## src/rtl/rotary_angle_input.sv

```systemverilog
// Rotary-encoder front end: synchronises and debounces the quadrature encoder
// channels and push button, tracks a 0..MAX_ANGLE angle with an incrementally
// maintained BCD/ASCII display word, and emits a one-cycle confirm pulse.
//
// Output semantics: `press` is a registered single-cycle strobe with no
// ready/acknowledge; the consumer must sample it on the cycle it is high.
// `angle` and `angle_disp` are registered levels, always mutually consistent,
// and hold their value outside TRACK. `state_dbg` mirrors the FSM state
// (0 = IDLE, 1 = TRACK, 2 = DONE) for observation only.
module rotary_angle_input #(
    parameter int DEBOUNCE_CYCLES = 50000,
    parameter int MAX_ANGLE       = 359
) (
    input  logic        clk,
    input  logic        reset,
    input  logic        dev_on,
    input  logic        rotary_a,
    input  logic        rotary_b,
    input  logic        rotary_press,
    output logic [8:0]  angle,
    output logic [23:0] angle_disp,
    output logic        press,
    output logic [1:0]  state_dbg
);

    typedef enum logic [1:0] {
        ST_IDLE  = 2'd0,
        ST_TRACK = 2'd1,
        ST_DONE  = 2'd2
    } state_t;

    // Counter only needs to reach DEBOUNCE_CYCLES-1.
    localparam int            CW        = (DEBOUNCE_CYCLES > 1) ? $clog2(DEBOUNCE_CYCLES) : 1;
    localparam logic [CW-1:0] CNT_LAST  = CW'(DEBOUNCE_CYCLES - 1);
    localparam logic [CW-1:0] CNT_ONE   = CW'(1);

    // Wrap targets for the angle and its decimal digits.
    localparam logic [8:0] ANGLE_MAX = 9'(MAX_ANGLE);
    localparam logic [3:0] MAX_H     = 4'(MAX_ANGLE / 100);
    localparam logic [3:0] MAX_T     = 4'((MAX_ANGLE / 10) % 10);
    localparam logic [3:0] MAX_O     = 4'(MAX_ANGLE % 10);

    // Input bit positions inside the packed raw/sync/stable vectors.
    localparam int IDX_A     = 0;
    localparam int IDX_B     = 1;
    localparam int IDX_PRESS = 2;

    logic [2:0] raw_in;
    assign raw_in = {rotary_press, rotary_b, rotary_a};

    // ------------------------------------------------------------------
    // Synchroniser and debouncer state
    // ------------------------------------------------------------------
    logic [2:0]    sync1_q, sync1_d;
    logic [2:0]    sync2_q, sync2_d;
    logic [2:0]    stable_q, stable_d;
    logic [2:0]    stable_prev_q, stable_prev_d;
    logic [CW-1:0] cnt_q [3];
    logic [CW-1:0] cnt_d [3];

    // Two-flop synchroniser for each raw asynchronous input.
    always_comb begin
        sync1_d = raw_in;
        sync2_d = sync1_q;
    end

    // Debounce: a differing synchronised level must persist until the
    // counter has reached DEBOUNCE_CYCLES-1 before the stable value follows.
    always_comb begin
        stable_d      = stable_q;
        stable_prev_d = stable_q;
        for (int i = 0; i < 3; i++) begin
            cnt_d[i] = '0;
            if (sync2_q[i] != stable_q[i]) begin
                if (cnt_q[i] == CNT_LAST) begin
                    stable_d[i] = sync2_q[i];
                end else begin
                    cnt_d[i] = cnt_q[i] + CNT_ONE;
                end
            end
        end
    end

    // Register stage for synchronisers, debounce counters and stable levels.
    always_ff @(posedge clk) begin
        if (reset) begin
            sync1_q       <= '0;
            sync2_q       <= '0;
            stable_q      <= '0;
            stable_prev_q <= '0;
            for (int i = 0; i < 3; i++) begin
                cnt_q[i] <= '0;
            end
        end else begin
            sync1_q       <= sync1_d;
            sync2_q       <= sync2_d;
            stable_q      <= stable_d;
            stable_prev_q <= stable_prev_d;
            for (int i = 0; i < 3; i++) begin
                cnt_q[i] <= cnt_d[i];
            end
        end
    end

    // Rising-edge strobes on the debounced A and press levels.
    logic a_rise;
    logic press_rise;
    logic b_level;
    assign a_rise     = stable_q[IDX_A] & ~stable_prev_q[IDX_A];
    assign press_rise = stable_q[IDX_PRESS] & ~stable_prev_q[IDX_PRESS];
    assign b_level    = stable_q[IDX_B];

    // ------------------------------------------------------------------
    // Angle tracking FSM
    // ------------------------------------------------------------------
    state_t     state_q;
    logic [8:0] angle_q;
    logic [3:0] dig_h_q, dig_t_q, dig_o_q;
    logic       press_q;

    logic [8:0] inc_angle_d, dec_angle_d;
    logic [3:0] inc_h_d, inc_t_d, inc_o_d;
    logic [3:0] dec_h_d, dec_t_d, dec_o_d;

    // Next angle and digits for one clockwise step (carry ripples upward).
    always_comb begin
        inc_angle_d = angle_q;
        inc_h_d     = dig_h_q;
        inc_t_d     = dig_t_q;
        inc_o_d     = dig_o_q;
        if (angle_q == ANGLE_MAX) begin
            inc_angle_d = '0;
            inc_h_d     = 4'd0;
            inc_t_d     = 4'd0;
            inc_o_d     = 4'd0;
        end else begin
            inc_angle_d = angle_q + 9'd1;
            if (dig_o_q == 4'd9) begin
                inc_o_d = 4'd0;
                if (dig_t_q == 4'd9) begin
                    inc_t_d = 4'd0;
                    inc_h_d = dig_h_q + 4'd1;
                end else begin
                    inc_t_d = dig_t_q + 4'd1;
                end
            end else begin
                inc_o_d = dig_o_q + 4'd1;
            end
        end
    end

    // Next angle and digits for one counter-clockwise step (borrow ripples upward).
    always_comb begin
        dec_angle_d = angle_q;
        dec_h_d     = dig_h_q;
        dec_t_d     = dig_t_q;
        dec_o_d     = dig_o_q;
        if (angle_q == 9'd0) begin
            dec_angle_d = ANGLE_MAX;
            dec_h_d     = MAX_H;
            dec_t_d     = MAX_T;
            dec_o_d     = MAX_O;
        end else begin
            dec_angle_d = angle_q - 9'd1;
            if (dig_o_q == 4'd0) begin
                dec_o_d = 4'd9;
                if (dig_t_q == 4'd0) begin
                    dec_t_d = 4'd9;
                    dec_h_d = dig_h_q - 4'd1;
                end else begin
                    dec_t_d = dig_t_q - 4'd1;
                end
            end else begin
                dec_o_d = dig_o_q - 4'd1;
            end
        end
    end

    // FSM with registered angle, digits and press strobe. A step and a
    // press rise in the same cycle are both honoured, so the frozen angle
    // includes that final step.
    always_ff @(posedge clk) begin
        if (reset) begin
            state_q <= ST_IDLE;
            angle_q <= '0;
            dig_h_q <= 4'd0;
            dig_t_q <= 4'd0;
            dig_o_q <= 4'd0;
            press_q <= 1'b0;
        end else begin
            press_q <= 1'b0;
            case (state_q)
                ST_IDLE: begin
                    if (dev_on) begin
                        state_q <= ST_TRACK;
                        angle_q <= '0;
                        dig_h_q <= 4'd0;
                        dig_t_q <= 4'd0;
                        dig_o_q <= 4'd0;
                    end
                end
                ST_TRACK: begin
                    if (!dev_on) begin
                        state_q <= ST_IDLE;
                    end else begin
                        if (a_rise) begin
                            if (!b_level) begin
                                angle_q <= inc_angle_d;
                                dig_h_q <= inc_h_d;
                                dig_t_q <= inc_t_d;
                                dig_o_q <= inc_o_d;
                            end else begin
                                angle_q <= dec_angle_d;
                                dig_h_q <= dec_h_d;
                                dig_t_q <= dec_t_d;
                                dig_o_q <= dec_o_d;
                            end
                        end
                        if (press_rise) begin
                            press_q <= 1'b1;
                            state_q <= ST_DONE;
                        end
                    end
                end
                ST_DONE: begin
                    if (!dev_on) begin
                        state_q <= ST_IDLE;
                    end
                end
                default: begin
                    state_q <= ST_IDLE;
                end
            endcase
        end
    end

    assign angle      = angle_q;
    assign angle_disp = {4'h3, dig_h_q, 4'h3, dig_t_q, 4'h3, dig_o_q};
    assign press      = press_q;
    assign state_dbg  = state_q;

endmodule
```

## config.mk

```make
export PLATFORM = sky130hd
export DESIGN_NAME = rotary_angle_input
export DESIGN_NICKNAME = d
export VERILOG_FILES = /design/src/rtl/rotary_angle_input.sv
export SDC_FILE = /design/constraint.sdc
export NUM_CORES = 1
export LEC_CHECK = 0
export ABC_AREA = 0
export BUFFER_PORTS_ARGS = -buffer_cell sky130_fd_sc_hd__clkbuf_2
export CAP_MARGIN = 20
export CORE_ASPECT_RATIO = 0.6
export CORE_MARGIN = 2
export CORE_UTILIZATION = 45
export DETAILED_ROUTE_END_ITERATION = 6
export GPL_ROUTABILITY_DRIVEN = 1
export PLACE_DENSITY = 0.62
export RECOVER_POWER = 100
export SLEW_MARGIN = 20
export SYNTH_ARGS = -nofsm -noshare
export SYNTH_HDL_FRONTEND = slang
export SYNTH_SLANG_ARGS = --single-unit
```

## constraint.sdc

```tcl
create_clock -name clk -period 3.3 [get_ports clk]
set_input_delay 0 -clock clk [delete_from_list [all_inputs] [get_ports clk]]
set_output_delay 0 -clock clk [all_outputs]
set_load 0.05 [all_outputs]
```

==> flow_summary.toml <==
[job]
drv_cap = 0

[timing]
clock.fmax_mhz = 374.3
worst_pin_slew_ns = 1.058
min_period_ns = 2.672
setup_violations = 0
finalSetupTns_ns = 0
worst_hold_slack_ns = 0.2793
maxSlewHeadroom = 0.2944
fin_crit_sh = 0.8096
hold_viol = 0
rsz0062_at_grt = "false"
clock_skew_ns = 0.008446
timing_max_transition_violations_final = 0

[place]
place_area_um2 = 4596
dp_cells = 674
hpwl_mm = 6.784
gp_congestion = 0.9065
port_buffers = 29

[cts]
htreeDepth = 3
clk_latency_ns = 0.35
post_cts_buffers = 0
cts.sinks = 83
cts_buffers = 9
clock-root-buffer = "clkbuf_16"
clkTransAtPathRegs_ns = 0.07
cts_tree = "built"
cts.repair.resized = 0
max-clock-path-buffers = 2

[synthesis]
post-synth-top-count-cell = "nor2_1"
yosys.area_share.simple = 0.2649
synth_edf_count = 0
synth_top_family_by_area = "simple AND/OR/NAND/NOR gates"
synthCells = 529
synth_compound_area_frac = 0.1461
synth_area_leaders = "dfxtp_1, nor2_1, xor2_1"
muxShareOfSynthArea = 0.01126
yosysSeqAreaShare = 0.3739
yosys.area_share.adder = 0.03941
yosys_most_used_dff = "dfxtp_1"
synth_cell_type_count = 67
synth_xor_area_frac = 0.09657
syn_avg_cell_area_um2 = 8.401
async_flop_share = 0
synth_common_cells = "nor2_1, dfxtp_1, nand2_1, nand3_1, xor2_1"
netlist.area_leader.share = 0.3739
synth_area_um2 = 4444
synth-seq-cells = 83
yosys_warnings = 0
post-synth-top-area-cell = "dfxtp_1"

[route]
via_per_inst = 5.331
ant_nets = 0
vias = 3700
drc = 0
routedWlPerCell_um = 14.34
wl_mm = 9.952
drtIter0Drc = 220
drt-pass1-iter-count = 4

[min_path]
hold_class = "in -> reg"
hold_path_end = "angle[1]"
min_path_cells = 2
hold_start = "reset"

[global_route]
grt_max_degree = 31
grt_overflow = 0
met2_usage = 0.2849
top_usage_layer = "met2"
antenna_found_initial = 0
met1_usage = 0.2763
track_usage = 0.1971
grt_pass1_vias = 3482
use_met3 = 0.05556
grt_pass1_wl_mm = 16.79

[setup_path]
endpoint_kind = "flip-flop"
startpoint_type = "flip-flop"
r2r_setup_slack_ns = 0.63
crit_type = "reg -> reg"
r2r_cells = 8
r2r_end = "dig_h_q[1]"
worstPathMaxFanout = 10
r2r_start = "angle[0]"
cp_data_arrival_time_ns = 2.95
required_ns = 3.58

[status]
outcome = "complete, no violations"

[cells_and_area]
diodes = 0
syn2layout_area_growth_pct = 9.994
nets = 574
layout.cells.non_filler = 694
layout-drive-gt1-share = 0.06082
fin_area_um2 = 4888
fillCellCount = 963

[power]
p_per_area_nw_per_um2 = 447.0
peakVddDrop_v = 0.0002933
power_leakage_nw = 1.721

[floorplanning]
die_w_um = 132.3
io_pins = 42
fp.dieH_um = 80.98
start_util = 0.4563
rows = 28
die_area_um2 = 10710
core_area_um2 = 9739
area by class of cell:
| class | instances | area [um^2] | area share |
|---|---|---|---|
| timing repair buffer | 36 | 168.9 | 0.03455 |
| multi-input combinational | 405 | 2500 | 0.5114 |
| sequential | 83 | 1662 | 0.3399 |
| clock inverter | 7 | 92.59 | 0.01894 |
| clock buffer | 9 | 225.2 | 0.04607 |
| tap | 135 | 168.9 | 0.03455 |
| inverter | 19 | 71.32 | 0.01459 |
worst max path at each step:
| stage | from | end | cells after the start |
|---|---|---|---|
| global placement | angle[0] | dig_h_q[1] | 8 |
| CTS | angle[0] | dig_h_q[1] | 8 |
| finish | angle[0] | dig_h_q[1] | 8 |
| global route | angle[3] | dig_h_q[3] | 6 |
| detailed placement | angle[0] | dig_h_q[1] | 8 |
| floorplan | dig_o_q[0] | dig_h_q[1] | 8 |
metrics by stage:
stage | setup WS, ns | power, mW | utilization
detailed placement | 0.8210 | 1.125 | 0.4719
CTS | 0.8107 | 2.207 | 0.5086
floorplan | 0.7770 | 1.121 | -
finish | 0.6283 | 2.185 | 0.5019
global route | 0.4685 | 2.264 | 0.5019
global placement | 0.9303 | 1.124 | 0.4719
cells in the final DEF (no fill, tap or decap), types with 3 or more instances in the layout:
| cell | Yosys | routed |
|---|---|---|
| nor2_1 | 84 | 84 |
| dfxtp_1 | 83 | 83 |
| nand2_1 | 38 | 38 |
| nand3_1 | 30 | 30 |
| clkbuf_1 | 10 | 27 |
| xor2_1 | 26 | 26 |
| a21oi_1 | 22 | 25 |
| xnor2_1 | 23 | 23 |
| inv_1 | 19 | 19 |
| o21ai_0 | 14 | 14 |
| ha_1 | 14 | 14 |
| nand4_1 | 13 | 13 |
| conb_1 | 2 | 12 |
| nor3_1 | 11 | 11 |
| a31oi_1 | 10 | 10 |
| nor2b_1 | 9 | 9 |
| and3_1 | 9 | 9 |
| clkbuf_16 | 0 | 9 |
| or3_1 | 8 | 8 |
| mux2i_1 | 5 | 5 |
| a21o_1 | 4 | 4 |
| a211oi_1 | 4 | 4 |
| nand2b_1 | 4 | 4 |
| or2_2 | 4 | 4 |
| dlygate4sd3_1 | 0 | 4 |
| clkbuf_2 | 0 | 4 |
| a21boi_0 | 3 | 3 |
| nor4_1 | 3 | 3 |
| nor4b_1 | 3 | 3 |
| a221o_1 | 3 | 3 |
| clkinv_2 | 0 | 3 |
per-layer routing:
metal,share of wire,vias up
met5,0,-
met4,0.012,0
met3,0.061,12
met2,0.41,104
met1,0.51,1708
li1,-,1876
critical path, cell delays in order, from the launching register on:
cell and delay (ns):
dfxtp_1 0.40, inv_1 0.09, ha_1 0.22, nor4b_4 0.31, a21bo_1 0.31, a21oi_1 0.16, or3b_1 0.53, a2111o_1 0.44
o22ai_2 0.13
where the power goes:
group / leakage [nW] / switching [mW] / internal (mW)
Combinational: 0.891 / 0.0708 / 0.0192
Sequential: 0.670 / 0.00721 / 1.01
Clock: 0.159 / 0.419 / 0.661
Total: 1.72 / 0.497 / 1.69
sequential cells by signal, indices dropped and copies added (netlist names):
| register | cells |
|---|---|
| angle | 9 |
| stable_prev_q | 2 |
| dig_t_q | 4 |
| press | 1 |
| dig_h_q | 4 |
| cnt_q | 48 |
| sync1_q | 3 |
| sync2_q | 3 |
| stable_prev_d | 3 |
| state_dbg | 2 |
| dig_o_q | 4 |
logic make-up after synthesis:
family / count (synthesis)
simple gates: 233
fa+ha+maj: 14
xor+xnor: 49
mux: 5
other cells: 2
flops: 83
compound gates: 92
buf+inv: 51
what timing repair did:
| action | in CTS | in global routing |
|---|---|---|
| endpoints found under the setup margin | 0 | 0 |
| endpoints found under the hold margin | 4 | 0 |
| hold buffers | 4 | 0 |
(Power assumes the default switching activity.)
